`src/rtl/uart_cfg_cmd_rx.sv`:
```
// 8N1 UART receiver plus 7-byte command parser (A5|ADDR|D3..D0|CSUM) that writes
// the radar configuration registers feeding the VCO compensation block.
//
// state   | meaning
// R_IDLE  | line idle, waiting for a falling edge
// R_START | half-bit wait, confirm start bit still low
// R_DATA  | sampling 8 data bits, LSB first
// R_STOP  | sampling the stop bit
// P_HUNT  | waiting for the 0xA5 sync byte
// P_ADDR  | expecting address byte
// P_D3-D0 | expecting data bytes, MSB first
// P_CSUM  | expecting checksum, commit or drop on arrival
module uart_cfg_cmd_rx #(
  parameter int          SYS_CLK_FREQ_MHZ = 50,
  parameter int          BAUD_RATE        = 921600,
  parameter int          TIMEOUT_CYC      = 50000,
  parameter logic        RST_MODE         = 1'b0,
  parameter logic [31:0] RST_TRIG_PSC     = 32'd5000000,
  parameter logic [4:0]  RST_CHIRP_NUM    = 5'd16,
  parameter logic [15:0] RST_CHIRP_PSC    = 16'd1000
) (
  input  logic        clk,
  input  logic        rst_n,
  input  logic        rs232_rx_i,
  output logic        mode_sel_o,
  output logic [31:0] trigger_freq_psc_o,
  output logic [4:0]  chirp_num_o,
  output logic [15:0] chirp_freq_psc_o,
  output logic        cfg_update_o,
  output logic [1:0]  cfg_addr_o,
  output logic        cmd_err_o
);

  localparam int BIT_CYC = (SYS_CLK_FREQ_MHZ * 1000000 + BAUD_RATE / 2) / BAUD_RATE;
  localparam int BT_W    = $clog2(BIT_CYC + 1);
  localparam int TO_W    = $clog2(TIMEOUT_CYC + 1);
  localparam logic [BT_W-1:0] BIT_LOAD  = BT_W'(BIT_CYC - 1);
  localparam logic [BT_W-1:0] HALF_LOAD = BT_W'(BIT_CYC / 2 - 1);
  localparam logic [TO_W-1:0] TO_LOAD   = TO_W'(TIMEOUT_CYC - 1);

  localparam logic [1:0] R_IDLE  = 2'd0;
  localparam logic [1:0] R_START = 2'd1;
  localparam logic [1:0] R_DATA  = 2'd2;
  localparam logic [1:0] R_STOP  = 2'd3;

  localparam logic [2:0] P_HUNT = 3'd0;
  localparam logic [2:0] P_ADDR = 3'd1;
  localparam logic [2:0] P_D3   = 3'd2;
  localparam logic [2:0] P_D2   = 3'd3;
  localparam logic [2:0] P_D1   = 3'd4;
  localparam logic [2:0] P_D0   = 3'd5;
  localparam logic [2:0] P_CSUM = 3'd6;

  logic            rx_meta_q, rx_sync_q, rx_prev_q;
  logic [1:0]      r_state_q, r_state_d;
  logic [BT_W-1:0] bit_tmr_q, bit_tmr_d;
  logic [2:0]      bit_cnt_q, bit_cnt_d;
  logic [7:0]      shift_q, shift_d;
  logic            byte_valid_q, byte_valid_d;
  logic            frame_err_q, frame_err_d;

  logic [2:0]      p_state_q, p_state_d;
  logic [7:0]      addr_q, addr_d;
  logic [31:0]     data_q, data_d;
  logic [7:0]      csum_q, csum_d;
  logic [TO_W-1:0] to_tmr_q, to_tmr_d;
  logic            cfg_update_q, cfg_update_d;
  logic            cmd_err_q, cmd_err_d;
  logic [1:0]      cfg_addr_q, cfg_addr_d;
  logic            mode_q, mode_d;
  logic [31:0]     trig_q, trig_d;
  logic [4:0]      cnum_q, cnum_d;
  logic [15:0]     cpsc_q, cpsc_d;

  always_comb begin
    r_state_d    = r_state_q;
    bit_tmr_d    = bit_tmr_q;
    bit_cnt_d    = bit_cnt_q;
    shift_d      = shift_q;
    byte_valid_d = 1'b0;
    frame_err_d  = 1'b0;
    case (r_state_q)
      R_IDLE: begin
        if (rx_prev_q && !rx_sync_q) begin
          r_state_d = R_START;
          bit_tmr_d = HALF_LOAD;
          bit_cnt_d = '0;
        end
      end
      R_START: begin
        if (bit_tmr_q == '0) begin
          bit_tmr_d = BIT_LOAD;
          r_state_d = rx_sync_q ? R_IDLE : R_DATA;
        end else begin
          bit_tmr_d = bit_tmr_q - 1'b1;
        end
      end
      R_DATA: begin
        if (bit_tmr_q == '0) begin
          bit_tmr_d = BIT_LOAD;
          shift_d   = {rx_sync_q, shift_q[7:1]};
          bit_cnt_d = bit_cnt_q + 3'd1;
          if (bit_cnt_q == 3'd7) r_state_d = R_STOP;
        end else begin
          bit_tmr_d = bit_tmr_q - 1'b1;
        end
      end
      R_STOP: begin
        // back to idle at mid-stop so a following start edge is caught at once
        if (bit_tmr_q == '0) begin
          r_state_d    = R_IDLE;
          byte_valid_d = rx_sync_q;
          frame_err_d  = !rx_sync_q;
        end else begin
          bit_tmr_d = bit_tmr_q - 1'b1;
        end
      end
      default: r_state_d = R_IDLE;
    endcase
  end

  always_comb begin
    p_state_d    = p_state_q;
    addr_d       = addr_q;
    data_d       = data_q;
    csum_d       = csum_q;
    to_tmr_d     = to_tmr_q;
    cfg_update_d = 1'b0;
    cmd_err_d    = 1'b0;
    cfg_addr_d   = cfg_addr_q;
    mode_d       = mode_q;
    trig_d       = trig_q;
    cnum_d       = cnum_q;
    cpsc_d       = cpsc_q;
    if (frame_err_q) begin
      p_state_d = P_HUNT;
      cmd_err_d = 1'b1;
    end else if (byte_valid_q) begin
      to_tmr_d = TO_LOAD;
      case (p_state_q)
        P_HUNT: if (shift_q == 8'hA5) p_state_d = P_ADDR;
        P_ADDR: begin
          addr_d    = shift_q;
          csum_d    = shift_q;
          p_state_d = P_D3;
        end
        P_D3, P_D2, P_D1, P_D0: begin
          data_d    = {data_q[23:0], shift_q};
          csum_d    = csum_q ^ shift_q;
          p_state_d = p_state_q + 3'd1;
        end
        P_CSUM: begin
          p_state_d = P_HUNT;
          if (shift_q == csum_q && addr_q <= 8'd3) begin
            cfg_update_d = 1'b1;
            cfg_addr_d   = addr_q[1:0];
            case (addr_q[1:0])
              2'd0:    mode_d = data_q[0];
              2'd1:    trig_d = data_q;
              2'd2:    cnum_d = data_q[4:0];
              default: cpsc_d = data_q[15:0];
            endcase
          end else begin
            cmd_err_d = 1'b1;
          end
        end
        default: p_state_d = P_HUNT;
      endcase
    end else if (p_state_q != P_HUNT) begin
      if (to_tmr_q == '0) begin
        p_state_d = P_HUNT;
        cmd_err_d = 1'b1;
      end else begin
        to_tmr_d = to_tmr_q - 1'b1;
      end
    end
  end

  always_ff @(posedge clk or negedge rst_n) begin
    if (!rst_n) begin
      rx_meta_q    <= 1'b1;
      rx_sync_q    <= 1'b1;
      rx_prev_q    <= 1'b1;
      r_state_q    <= R_IDLE;
      bit_tmr_q    <= '0;
      bit_cnt_q    <= '0;
      shift_q      <= '0;
      byte_valid_q <= 1'b0;
      frame_err_q  <= 1'b0;
      p_state_q    <= P_HUNT;
      addr_q       <= '0;
      data_q       <= '0;
      csum_q       <= '0;
      to_tmr_q     <= TO_LOAD;
      cfg_update_q <= 1'b0;
      cmd_err_q    <= 1'b0;
      cfg_addr_q   <= '0;
      mode_q       <= RST_MODE;
      trig_q       <= RST_TRIG_PSC;
      cnum_q       <= RST_CHIRP_NUM;
      cpsc_q       <= RST_CHIRP_PSC;
    end else begin
      rx_meta_q    <= rs232_rx_i;
      rx_sync_q    <= rx_meta_q;
      rx_prev_q    <= rx_sync_q;
      r_state_q    <= r_state_d;
      bit_tmr_q    <= bit_tmr_d;
      bit_cnt_q    <= bit_cnt_d;
      shift_q      <= shift_d;
      byte_valid_q <= byte_valid_d;
      frame_err_q  <= frame_err_d;
      p_state_q    <= p_state_d;
      addr_q       <= addr_d;
      data_q       <= data_d;
      csum_q       <= csum_d;
      to_tmr_q     <= to_tmr_d;
      cfg_update_q <= cfg_update_d;
      cmd_err_q    <= cmd_err_d;
      cfg_addr_q   <= cfg_addr_d;
      mode_q       <= mode_d;
      trig_q       <= trig_d;
      cnum_q       <= cnum_d;
      cpsc_q       <= cpsc_d;
    end
  end

  assign mode_sel_o         = mode_q;
  assign trigger_freq_psc_o = trig_q;
  assign chirp_num_o        = cnum_q;
  assign chirp_freq_psc_o   = cpsc_q;
  assign cfg_update_o       = cfg_update_q;
  assign cfg_addr_o         = cfg_addr_q;
  assign cmd_err_o          = cmd_err_q;

endmodule
```
`config.mk`:
```
export PLATFORM = sky130hd
export DESIGN_NAME = uart_cfg_cmd_rx
export DESIGN_NICKNAME = d
export VERILOG_FILES = /design/src/rtl/uart_cfg_cmd_rx.sv
export SDC_FILE = /design/constraint.sdc
export NUM_CORES = 1
export LEC_CHECK = 0
export CELL_PAD_IN_SITES_DETAIL_PLACEMENT = 2
export CELL_PAD_IN_SITES_GLOBAL_PLACEMENT = 2
export CORE_MARGIN = 2
export CORE_UTILIZATION = 40
export CTS_BUF_LIST = sky130_fd_sc_hd__clkbuf_8 sky130_fd_sc_hd__clkbuf_16
export CTS_CLUSTER_SIZE = 25
export DETAILED_ROUTE_END_ITERATION = 7
export PLACE_DENSITY = 0.76
export SKIP_LAST_GASP = 1
export SYNTH_ARGS = -nofsm -noshare
export SYNTH_HDL_FRONTEND = slang
export SYNTH_SLANG_ARGS = --single-unit
```
`constraint.sdc`:
```
create_clock -name clk -period 4.7 [get_ports clk]
set_input_delay 1.41 -clock clk [delete_from_list [all_inputs] [get_ports clk]]
set_output_delay 1.41 -clock clk [all_outputs]
set_load 0.05 [all_outputs]
```
[Yosys cells after proc, flatten, opt, wreduce, memory -nomap -nowiden]
Index checks and enable logic that the tools add are counted.
Operators by class
  add/subtract/negate cells: 4
  multiplexer cells: 38
  shift-type cells: 0
  equality and inequality tests: 22
  reductions and logical operators: 31
  $lt $le $gt $ge: 1
  div/mod/pow operators: 0
  bitwise gates (word level): 3
  multipliers: 0
Operators by type and width (count)
  2-to-1 mux 16 bit: 3
  AND reduction 5 bit: 5
  2-to-1 mux 3 bit: 7
  2-to-1 mux 6 bit: 3
  one-hot mux 6 bit (3 select lines): 1
  AND reduction 3 bit: 6
  logical NOT 16 bit: 1
  one-hot mux 8 bit (2 select lines): 1
  subtractor 16 x 1 -> 16 bit, second input constant: 1
  2-to-1 mux 1 bit: 14
  inequality test 2 bit, second input constant: 7
  equality test 3 bit, second input constant: 4
  2-to-1 mux 2 bit: 6
  one-hot mux 3 bit (3 select lines): 1
  nonzero test 3 bit: 3
  equality test 8 bit: 1
  equality test 8 bit, second input constant: 1
  <= comparator 8 x 2 -> 1 bit, second input constant: 1
  one-hot mux 2 bit (4 select lines): 1
  bitwise XOR 8 bit: 1
  adder 3 x 1 -> 3 bit, second input constant: 2
  equality test 2 bit, second input constant: 3
  equality test 3 x 2 -> 1 bit, second input constant: 2
  logical NOT 6 bit: 1
  16 further kinds: 23
Word-level totals
  output and inout port bits: 58
  register bits: 149
  memories kept: 0
  input bits: 3
  memory bits (writable): 0
  latch bits: 0
  word-level logic and storage cells: 120
  ROM bits: 0

[Logic depth before layout (Yosys ltp)]
Gate-level depths: netlist of the first run.
  depth after elaboration: 6
  mapped depth: 8
  mapped depth without buffers: 7

[Worst setup path after synthesis of the first run]
Ideal clock, no wire load.
  kind: reg-to-reg
  start: register bit_tmr_q[0]
  end: register bit_tmr_q[3]
  cell stages (with the launch flop): 9
  period minus slack after synthesis: 2170 ps
  setup slack: 2530 ps
  data required time: 4579 ps
  setup time: 121 ps
  buffers on the path: 1
  data arrival time: 2049 ps
  cells stage by stage: dfrtp_1 > inv_1 > ha_1 > or3b_2 > or3_1 > clkbuf_1 > a21oi_1 > o21ai_0 > a22o_1
Between the ends
  longest elaborated chain between the ends: 3
  elaborated cells between the ends (all ways): 7
  those cells by class: add/sub (1); eq/ne (1); mux (3); reduce/logical (2)
RTL lines
  start, declared: RTL line 56  | logic [BT_W-1:0] bit_tmr_q, bit_tmr_d;
  start signal, assigned: RTL line 207  | bit_tmr_q <= bit_tmr_d;
  subtractor 6 x 1 -> 6 bit or logical NOT 6 bit (tied branches)
  2-to-1 mux 6 bit (tied with other cells): RTL line 110  | if (bit_tmr_q == '0) begin
  one-hot mux 6 bit (3 select lines) or AND reduction 2 bit (tied branches)
Several ways; a longest one is shown, not always the timed one. The select of a mux whose other input is x is not followed.
A chain may end at the register's enable or synchronous reset.

[Worst setup path after layout of the first run]
  start: register trig_q[11] (netlist: trigger_freq_psc_o[11])
  end: output port trigger_freq_psc_o[11]
RTL lines
  start, declared: RTL line 71  | logic [31:0] trig_q, trig_d;
  start signal, assigned: RTL line 221  | trig_q <= trig_d;
  end, declared: RTL line 26  | output logic [31:0] trigger_freq_psc_o,
No word-level cell between the ends.

==> impl_metrics.csv, run 1 <==
group,metric,value,unit
clocking,cts_buffers,17,
sta,hold-worst-slack,0.3558,ns
yosys,yosysMostFrequentCell,"dfrtp_1",
global_route,grt_pass1_vias,4876,
pwr,p_leak,0.003822,uW
clocking,clk_latency,0.43,ns
floorplan,io_pins,61,
clocking,cts_num_sinks,149,
sta,rsz0062_at_grt,"no",
setup_path,crit_slowest_cell,"clkdlybuf4s50_1",
drt,viasPerCell,5.334,
floorplan,rows,47,
sta,drv_slew,0,
sta,hold_violations,0,
clocking,clk_pin_slew_worst_paths,0.06,ns
drt,vias,4246,
clocking,cts_resized,0,
yosys,yosysSeqAreaShare,56.14,%
global_route,grt_antenna_before_repair,0,
clocking,htreeDepth,4,
pwr,power,3366,uW
setup_path,crit_fanout,2,
yosys,syn_area,6701,sq um
layout,instances_no_fill,796,
yosys,ys_types,56,
yosys,yosysWarnings,0,
sta,layout_min_cycle_time,3.185,ns
setup_path,cp.required,3.29,ns
pwr,p_per_area,418.5,nW/um^2
floorplan,start_util,40.70,%
layout,nNetsFinal,581,
flow_run,drv_cap,0,
yosys,ys_ff_latch,149,
pwr,seqPwrFrac,43.3,%
yosys,yosysTopAreaCell,"dfrtp_1",
clocking,clockBufferDepth,2,
layout,drive_gt1_share,29.86,%
pwr,peakVddDrop,0.2546,mV
setup_path,crit_chain,"clkdlybuf4s50_1",
placement,placed_cells,764,
drt,drt_iter0_markers,176,
floorplan,die_w,133.4,um
setup_path,startpoint_type,"flip-flop",
global_route,grt_max_degree,86,
sta,maxSlewHeadroom,21.69,%
clocking,ctsHoldBuffers,0,
drt,drt_first_pass_iters,4,
drt,wl_per_cell,21.22,um
setup_path,cp-end-kind,"output pin",
floorplan,die_h,133.4,um
run_status,outcome,"finished clean",
yosys,syn_avg_cell_area,13.24,sq um
sta,tns,0,ns
placement,dp_hpwl,11.01,mm
setup_path,critical_path_class,"reg2out",
setup_path,path_delay_family,"buffers and inverters",
sta,setup_viol,0,
pwr,p_sw_share,29.72,%
setup_path,cp.buffers_inverters,1,
setup_path,arrival,1.77,ns
pwr,internal-power,2366,uW
pwr,combPwrFrac,18.4,%
clocking,cts_tree,"done",
pwr,clkPwrFrac,38.2,%
yosys,netlist.area_leader.share,45.56,%
sta,max_freq,314.0,MHz
clocking,cts_setup_buffers,0,
yosys,synthFlopType,"dfrtp_1",
global_route,grt.total_usage,20.33,%
drt,ant_nets,0,
yosys,syn_inst,506,
sta,fin_skew,0.009684,ns
global_route,grt_pass1_wl,27.93,mm
clocking,cts_root_buf,"clkbuf_16",
placement,globalplace.congestion,0.7491,
layout,antenna_cells,0,
pwr,netSwitchingPower,1000,uW
hold_path,min_path_type,"reg2reg",
placement,io_buffers,60,
sta,worst_pin_slew,1.164,ns
floorplan,die_area,17800,sq um
floorplan,coreArea,16470,sq um
placement,dpl-instance-area,7491,sq um
yosys,synth-edff-count,0,
setup_path,slowest_delay,0.81,ns
yosys,async_reset_ff_share,100.0,%
global_route,grt_overflow,0,
yosys,synth.top_cells.by_count,"122 x dfrtp_1, 73 x mux2_2, 32 x mux2_4",
layout,nFillCells,1593,
yosys,synthesis.nets,524,
sta,fin_crit_sh,67.76,%
drt,wl,16.89,mm
layout,area_growth,20.01,%
yosys,synthTopCellsByArea,"dfrtp_1 46%, mux2_2 12%, dfstp_2 11%",
layout,final_cell_area,8043,sq um
drt,drcViolationCount,0,
[cells in the final DEF, fill, tap and decap left out, types with 17 or more instances in the layout]
master,count
mux2_4,32
nand3_1,17
mux2_2,73
inv_1,20
o21ai_0,18
clkdlybuf4s50_1,59
dfrtp_1,122
nor2_1,20
clkbuf_16,17
dfstp_2,27
a21oi_1,21
[layer usage]
metal	GRT usage (%)	vias up	wire, um
li1	-	1922	-
met1	23.85	2251	7040
met2	36.80	56	9107
met3	4.909	17	519
met4	6.265	0	222
met5	0	-	0
[cell type report]
type                       instances  area, sq um  share of cell area (%)
clock buffer                      19        452.9                   5.632
clock inverter                    13        98.84                   1.229
inverter                          15        56.30                  0.7001
multi-input combinational        316         2753                   34.23
sequential                       149         3762                   46.78
tap                              220        275.3                   3.423
timing repair buffer              64        644.4                   8.012
[power groups by stage]
stage | combinational, uW | clock, uW | sequential (uW)
floorplan | 466 | 0 | 1450
global placement | 582 | 0 | 1470
detailed placement | 620 | 0 | 1480
CTS | 629 | 1320 | 1460
global route | 707 | 1370 | 1470
finish | 621 | 1290 | 1460
[kinds of logic (layout without fill, tap and decap cells)]
logic type,after synthesis,in the layout,synth area share [%]
AO/OA/AOI/OAI,74,74,7.058
XOR/XNOR,19,19,2.483
adder cells (fa/ha/maj),15,15,2.801
buffers and inverters,41,111,2.782
flip-flops,149,149,56.14
multiplexers,108,108,19.88
AND/OR/NAND/NOR,100,100,8.850
[per-stage QoR]
stage,util (%),worst slack (ns)
final,48.85,1.515
after detailed placement,45.49,1.728
after CTS,48.85,1.489
after floorplan,-,2.530
after global placement,45.49,1.858
after global routing,48.85,1.472
[final timing paths]
check / start / slack [ns] / to / cells after the start
worst max-delay path: trigger_freq_psc_o[11] / 1.52 / trigger_freq_psc_o[11] / 1
worst min-delay path: rx_meta_q / 0.36 / rx_sync_q / 0
worst max register to register: shift_q[3] / 1.74 / trigger_freq_psc_o[23] / 5
worst min register to register: rx_meta_q / 0.36 / rx_sync_q / 0
max in group asynchronous: rst_n / 2.76 / to_tmr_q[9] / 2
min in group asynchronous: rst_n / 1.05 / trigger_freq_psc_o[27] / 1
[sequential cells by signal, indices dropped and copies added (netlist names), 2 cells and up, named ones only]
| name | cells |
|---|---|
| shift_q | 8 |
| p_state_q | 3 |
| cfg_addr_o | 2 |
| csum_q | 8 |
| data_q | 32 |
| chirp_num_o | 5 |
| bit_cnt_q | 3 |
| to_tmr_q | 16 |
| chirp_freq_psc_o | 16 |
| trigger_freq_psc_o | 32 |
| bit_tmr_q | 6 |
| addr_q | 8 |
(Power assumes the default switching activity.)
==> run 2, diff against run 1 <==
--- a/config.mk
+++ b/config.mk
@@ -8,11 +8,11 @@
 export CELL_PAD_IN_SITES_DETAIL_PLACEMENT = 2
 export CELL_PAD_IN_SITES_GLOBAL_PLACEMENT = 2
 export CORE_MARGIN = 2
-export CORE_UTILIZATION = 40
+export CORE_UTILIZATION = 36
 export CTS_BUF_LIST = sky130_fd_sc_hd__clkbuf_8 sky130_fd_sc_hd__clkbuf_16
 export CTS_CLUSTER_SIZE = 25
 export DETAILED_ROUTE_END_ITERATION = 7
-export PLACE_DENSITY = 0.76
+export PLACE_DENSITY = 0.72
 export SKIP_LAST_GASP = 1
 export SYNTH_ARGS = -nofsm -noshare
 export SYNTH_HDL_FRONTEND = slang
==> constraint.sdc (replaced) <==
create_clock -name clk -period 2.8 [get_ports clk]
set_input_delay 0.84 -clock clk [delete_from_list [all_inputs] [get_ports clk]]
set_output_delay 0.84 -clock clk [all_outputs]
set_load 0.05 [all_outputs]
==> run 2 against run 1 <==
Effect of this change: first-iteration DRC count is 41% lower; power is 74% higher; clock power is 77% higher; clock skew is 0.0020 ns higher; register-to-register slack worse by 1.4 ns; largest cell class unchanged.
==> impl_metrics.csv, run 2 (synthesis gave the netlist of run 1 again) <==
group,metric,value,unit
run_status,outcome,"finished clean",
clocking,cts_num_sinks,149,
global_route,grt_pass1_vias,4919,
layout,final_cell_mix,"122 x dfrtp_1, 73 x mux2_2, 59 x clkdlybuf4s50_1",
pwr,peakVddDrop,0.4503,mV
global_route,grt_max_degree,57,
setup_path,cp.buffers_inverters,1,
floorplan,io_pins,61,
clocking,ctsHoldBuffers,0,
global_route,grt.total_usage,18.44,%
sta,hold_violations,0,
hold_path,holdCritStartpoint,"rx_meta_q",
drt,wl_per_cell,20.56,um
setup_path,startpoint_type,"flip-flop",
setup_path,path_delay_family,"buffers and inverters",
drt,drt_first_pass_iters,4,
hold_path,min_path_type,"reg2reg",
pwr,p_per_area,711.0,nW/um^2
floorplan,die_w,140.4,um
global_route,grt_antenna_before_repair,0,
setup_path,r2r_cells,7,
clocking,cts_tree,"done",
sta,max_freq,382.5,MHz
flow_run,drv_cap,0,
floorplan,start_util,37.05,%
global_route,grt_pass1_wl,28.25,mm
clocking,clk_pin_slew_worst_paths,0.07,ns
sta,maxSlewHeadroom,47.76,%
hold_path,hold_end,"rx_sync_q",
setup_path,timing.rr.end,"bit_tmr_q[3]",
placement,place_ws,0.3988,ns
hold_path,min_path_cells,0,
setup_path,crit_slowest_cell,"clkdlybuf4s50_1",
clocking,cts_setup_buffers,0,
layout,finish.utilization,45.55,%
layout,nFillCells,1757,
sta,setup_viol,0,
setup_path,crit_chain,"clkdlybuf4s50_1",
sta,fin_crit_sh,93.38,%
floorplan,die_area,19720,sq um
sta,worst_pin_slew,0.7766,ns
pwr,p_leak,0.003920,uW
sta,drv_slew,0,
setup_path,arrival,1.77,ns
pwr,power,5857,uW
sta,rsz0062_at_grt,"no",
setup_path,r2r-start,"bit_tmr_q[0]",
placement,io_buffers,60,
layout,nNetsFinal,601,
sta,tns,0,ns
placement,globalplace.congestion,0.7655,
clocking,clk_latency,0.42,ns
clocking,cts_root_buf,"clkbuf_16",
drt,drcViolationCount,0,
clocking,htreeDepth,4,
clocking,cts_buffers,17,
setup_path,slowest_delay,0.80,ns
clocking,cts_resized,0,
sta,layout_min_cycle_time,2.615,ns
floorplan,die_h,140.4,um
layout,area_growth,22.93,%
drt,wl,16.96,mm
sta,fin_skew,0.01172,ns
layout,antenna_cells,0,
setup_path,ff2ff_setup_slack,0.39,ns
floorplan,coreArea,18090,sq um
drt,viasPerCell,5.245,
drt,vias,4327,
sta,worst_slack,0.1855,ns
drt,drt_iter0_markers,103,
layout,final_common_cell,"dfrtp_1",
setup_path,crit_fanout,2,
placement,dp_hpwl,11.53,mm
floorplan,rows,49,
setup_path,cp.required,1.96,ns
setup_path,critical_path_class,"reg2out",
setup_path,cp-end-kind,"output pin",
clocking,clockBufferDepth,2,
global_route,grt_overflow,0,
drt,ant_nets,0,
layout,drive_gt1_share,32.72,%
## run 2: cell count changes in the layout (fill, tap and decap cells not counted)
cell | before | now
buf_4 | 3 | 23
bufinv_16 | 1 | 2
clkinv_4 | 1 | 0
clkinvlp_4 | 3 | 5
inv_1 | 20 | 17
inv_6 | 1 | 2
## run 2: layout make-up
cell class | instances | area (sq um) | share of cell area [%]
tap | 229 | 286.5 | 3.478
inverter | 15 | 56.30 | 0.6835
clock inverter | 13 | 132.6 | 1.610
clock buffer | 19 | 452.9 | 5.498
multi-input combinational | 316 | 2753 | 33.41
sequential | 149 | 3762 | 45.67
timing repair buffer | 84 | 794.5 | 9.645
## run 2: worst max-delay path by stage
stage               cells past startpoint  slack [ns]              startpoint                     end
detailed placement                      7        0.40            bit_tmr_q[0]            bit_tmr_q[3]
global route                            1        0.14  trigger_freq_psc_o[14]  trigger_freq_psc_o[14]
CTS                                     1        0.16  trigger_freq_psc_o[14]  trigger_freq_psc_o[14]
floorplan                               8        0.63            bit_tmr_q[0]            bit_tmr_q[3]
global placement                        7        0.53               addr_q[3]  trigger_freq_psc_o[30]
finish                                  1        0.19  trigger_freq_psc_o[11]  trigger_freq_psc_o[11]
## run 2: power breakdown
part / total (uW) / switching [uW] / leakage [uW] / internal (uW)
combinational: 1130 / 688 / 0.00167 / 445
sequential: 2440 / 126 / 0.00197 / 2320
clock: 2280 / 927 / 0.000280 / 1350
## run 2: routing by layer
layer,GRT usage [%],share of wire (%),vias to the layer above
met2,32.89,53,52
met3,3.932,2.6,15
met1,22.98,44,2291
met5,0,0,-
met4,4.200,0.98,0
li1,-,-,1969
## run 2: per-stage QoR
stage	instances	area, sq um	hold WS (ns)
global placement	793	7652	0.3492
global route	825	8238	0.3624
floorplan	506	6701	0.3452
CTS	825	8238	0.3579
finish	825	8238	0.3562
detailed placement	793	7652	0.3517
## run 2: worst register-to-register path, delay by kind of cell, from the launching register on
family / cells / cell delay [ns]
and+or+nand+nor: 2 / 0.96
AOI/OAI and AO/OA: 3 / 0.63
DFF: 1 / 0.41
adders and majority gates: 1 / 0.20
buffers and inverters: 1 / 0.10
==> run 3, diff against run 2 <==
--- a/config.mk
+++ b/config.mk
@@ -13,6 +13,7 @@
 export CTS_CLUSTER_SIZE = 25
 export DETAILED_ROUTE_END_ITERATION = 7
 export PLACE_DENSITY = 0.72
+export REMOVE_ABC_BUFFERS = 1
 export SKIP_LAST_GASP = 1
 export SYNTH_ARGS = -nofsm -noshare
 export SYNTH_HDL_FRONTEND = slang
==> run 3 against run 2 <==
Effect of this change: critical path depth is the same; wire length shrank 1.9%; hold slack gained 0.0031 ns; largest cell class unchanged; final area is essentially flat; critical path type unchanged; register-to-register slack is essentially flat.
==> impl_metrics.csv, run 3 (synthesis gave the netlist of run 1 again) <==
group,metric,value,unit
sta,hold-worst-slack,0.3593,ns
drt,wl_per_cell,20.22,um
setup_path,ff2ff_setup_slack,0.40,ns
sta,fin_crit_sh,94.74,%
flow_run,drv_cap,0,
floorplan,die_area,19720,sq um
setup_path,cp.buffers_inverters,1,
pwr,p_leak,0.003924,uW
sta,hold_violations,0,
clocking,htreeDepth,4,
drt,vias,4301,
setup_path,critical_path_class,"reg2out",
setup_path,slowest_delay,0.83,ns
sta,layout_min_cycle_time,2.653,ns
setup_path,arrival,1.81,ns
clocking,cts_num_sinks,149,
layout,final_cell_area,8235,sq um
global_route,grt_antenna_before_repair,0,
placement,io_buffers,60,
floorplan,coreArea,18090,sq um
hold_path,hold_end,"rx_sync_q",
layout,finish.utilization,45.53,%
setup_path,startpoint_type,"flip-flop",
pwr,peakVddDrop,0.3415,mV
layout,instances_no_fill,823,
floorplan,start_util,37.05,%
clocking,cts_buffers,17,
drt,ant_nets,0,
placement,globalplace.congestion,0.7782,
layout,area_growth,22.89,%
pwr,p_per_area,704.2,nW/um^2
layout,nNetsFinal,599,
floorplan,io_pins,61,
sta,maxSlewHeadroom,51.36,%
sta,tns,0,ns
clocking,cts_tree,"done",
drt,drcViolationCount,0,
setup_path,path_delay_family,"buffers and inverters",
clocking,clk_pin_slew_worst_paths,0.07,ns
setup_path,cp.required,1.96,ns
drt,drt_iter0_markers,121,
drt,wl,16.64,mm
layout,drive_gt1_share,32.83,%
setup_path,crit_chain,"clkdlybuf4s50_1",
clocking,cts_root_buf,"clkbuf_16",
global_route,grt_max_degree,58,
setup_path,crit_slowest_cell,"clkdlybuf4s50_1",
global_route,grt.total_usage,18.04,%
drt,viasPerCell,5.226,
global_route,grt_pass1_wl,28.02,mm
sta,worst_pin_slew,0.7232,ns
global_route,grt_overflow,0,
run_status,outcome,"finished clean",
clocking,ctsHoldBuffers,0,
hold_path,holdCritStartpoint,"rx_meta_q",
layout,final_cell_mix,"122 x dfrtp_1, 73 x mux2_2, 59 x clkdlybuf4s50_1",
placement,dp_hpwl,11.07,mm
setup_path,timing.rr.end,"bit_tmr_q[3]",
floorplan,die_w,140.4,um
sta,fin_skew,0.01175,ns
clocking,clockBufferDepth,2,
global_route,grt_pass1_vias,5042,
floorplan,rows,49,
setup_path,r2r-start,"bit_tmr_q[0]",
hold_path,min_path_type,"reg2reg",
clocking,cts_resized,0,
setup_path,r2r_cells,7,
clocking,clk_latency,0.43,ns
placement,dpl-instance-area,7650,sq um
clocking,cts_setup_buffers,0,
sta,drv_slew,0,
sta,setup_viol,0,
drt,drt_first_pass_iters,4,
layout,nFillCells,1758,
sta,max_freq,377.0,MHz
placement,placed_cells,791,
hold_path,min_path_cells,0,
setup_path,crit_fanout,2,
setup_path,cp-end-kind,"output pin",
layout,antenna_cells,0,
layout,final_common_cell,"dfrtp_1",
sta,rsz0062_at_grt,"no",
floorplan,die_h,140.4,um
[run 3: cell count changes in the layout (fill, tap and decap cells not counted), moves of 2 or more]
cell | previous run | this run
inv_8 | 0 | 5
clkinvlp_4 | 5 | 1
inv_1 | 17 | 15
clkinv_4 | 0 | 4
clkbuf_8 | 2 | 0
buf_4 | 23 | 20
[run 3: worst max path at each step]
| stage | start | to | slack, ns | cells past startpoint |
|---|---|---|---|---|
| 2_1_floorplan | byte_valid_q | trigger_freq_psc_o[10] | 0.21 | 5 |
| 3_3_place_gp | bit_tmr_q[0] | bit_tmr_q[3] | 0.55 | 7 |
| 3_5_place_dp | bit_tmr_q[0] | bit_tmr_q[3] | 0.40 | 7 |
| 4_1_cts | trigger_freq_psc_o[18] | trigger_freq_psc_o[18] | 0.11 | 1 |
| 5_1_grt | trigger_freq_psc_o[18] | trigger_freq_psc_o[18] | 0.10 | 1 |
| 6_report | trigger_freq_psc_o[18] | trigger_freq_psc_o[18] | 0.15 | 1 |
[run 3: power breakdown]
part | total (uW) | internal [uW] | switching (uW) | leakage [uW]
clock | 2280 | 1260 | 1010 | 0.000288
combinational | 1080 | 420 | 663 | 0.00167
sequential | 2440 | 2320 | 123 | 0.00197
total | 5800 | 4000 | 1800 | 0.00392
[run 3: area by class of cell]
type                            count  area, sq um  share of cell area (%)
Clock buffer                       17        425.4                   5.166
Clock inverter                     15        160.2                   1.945
Inverter                           15        56.30                  0.6837
Multi-Input combinational cell    316         2753                   33.42
Sequential cell                   149         3762                   45.69
Tap cell                          229        286.5                   3.479
Timing Repair Buffer               82        792.0                   9.617
[run 3: per-layer routing]
layer	global-route usage, %	share of wire (%)
met2	31.84	52
met5	0	0
met4	5.742	1.4
met1	22.90	44
met3	2.598	2.0
[run 3: stage by stage]
step                total power [uW]  setup slack, ns
floorplan                       3212           0.2135
global placement                3475           0.5523
detailed placement              3569           0.4010
CTS                             5887           0.1108
global route                    6123           0.1024
finish                          5800           0.1472
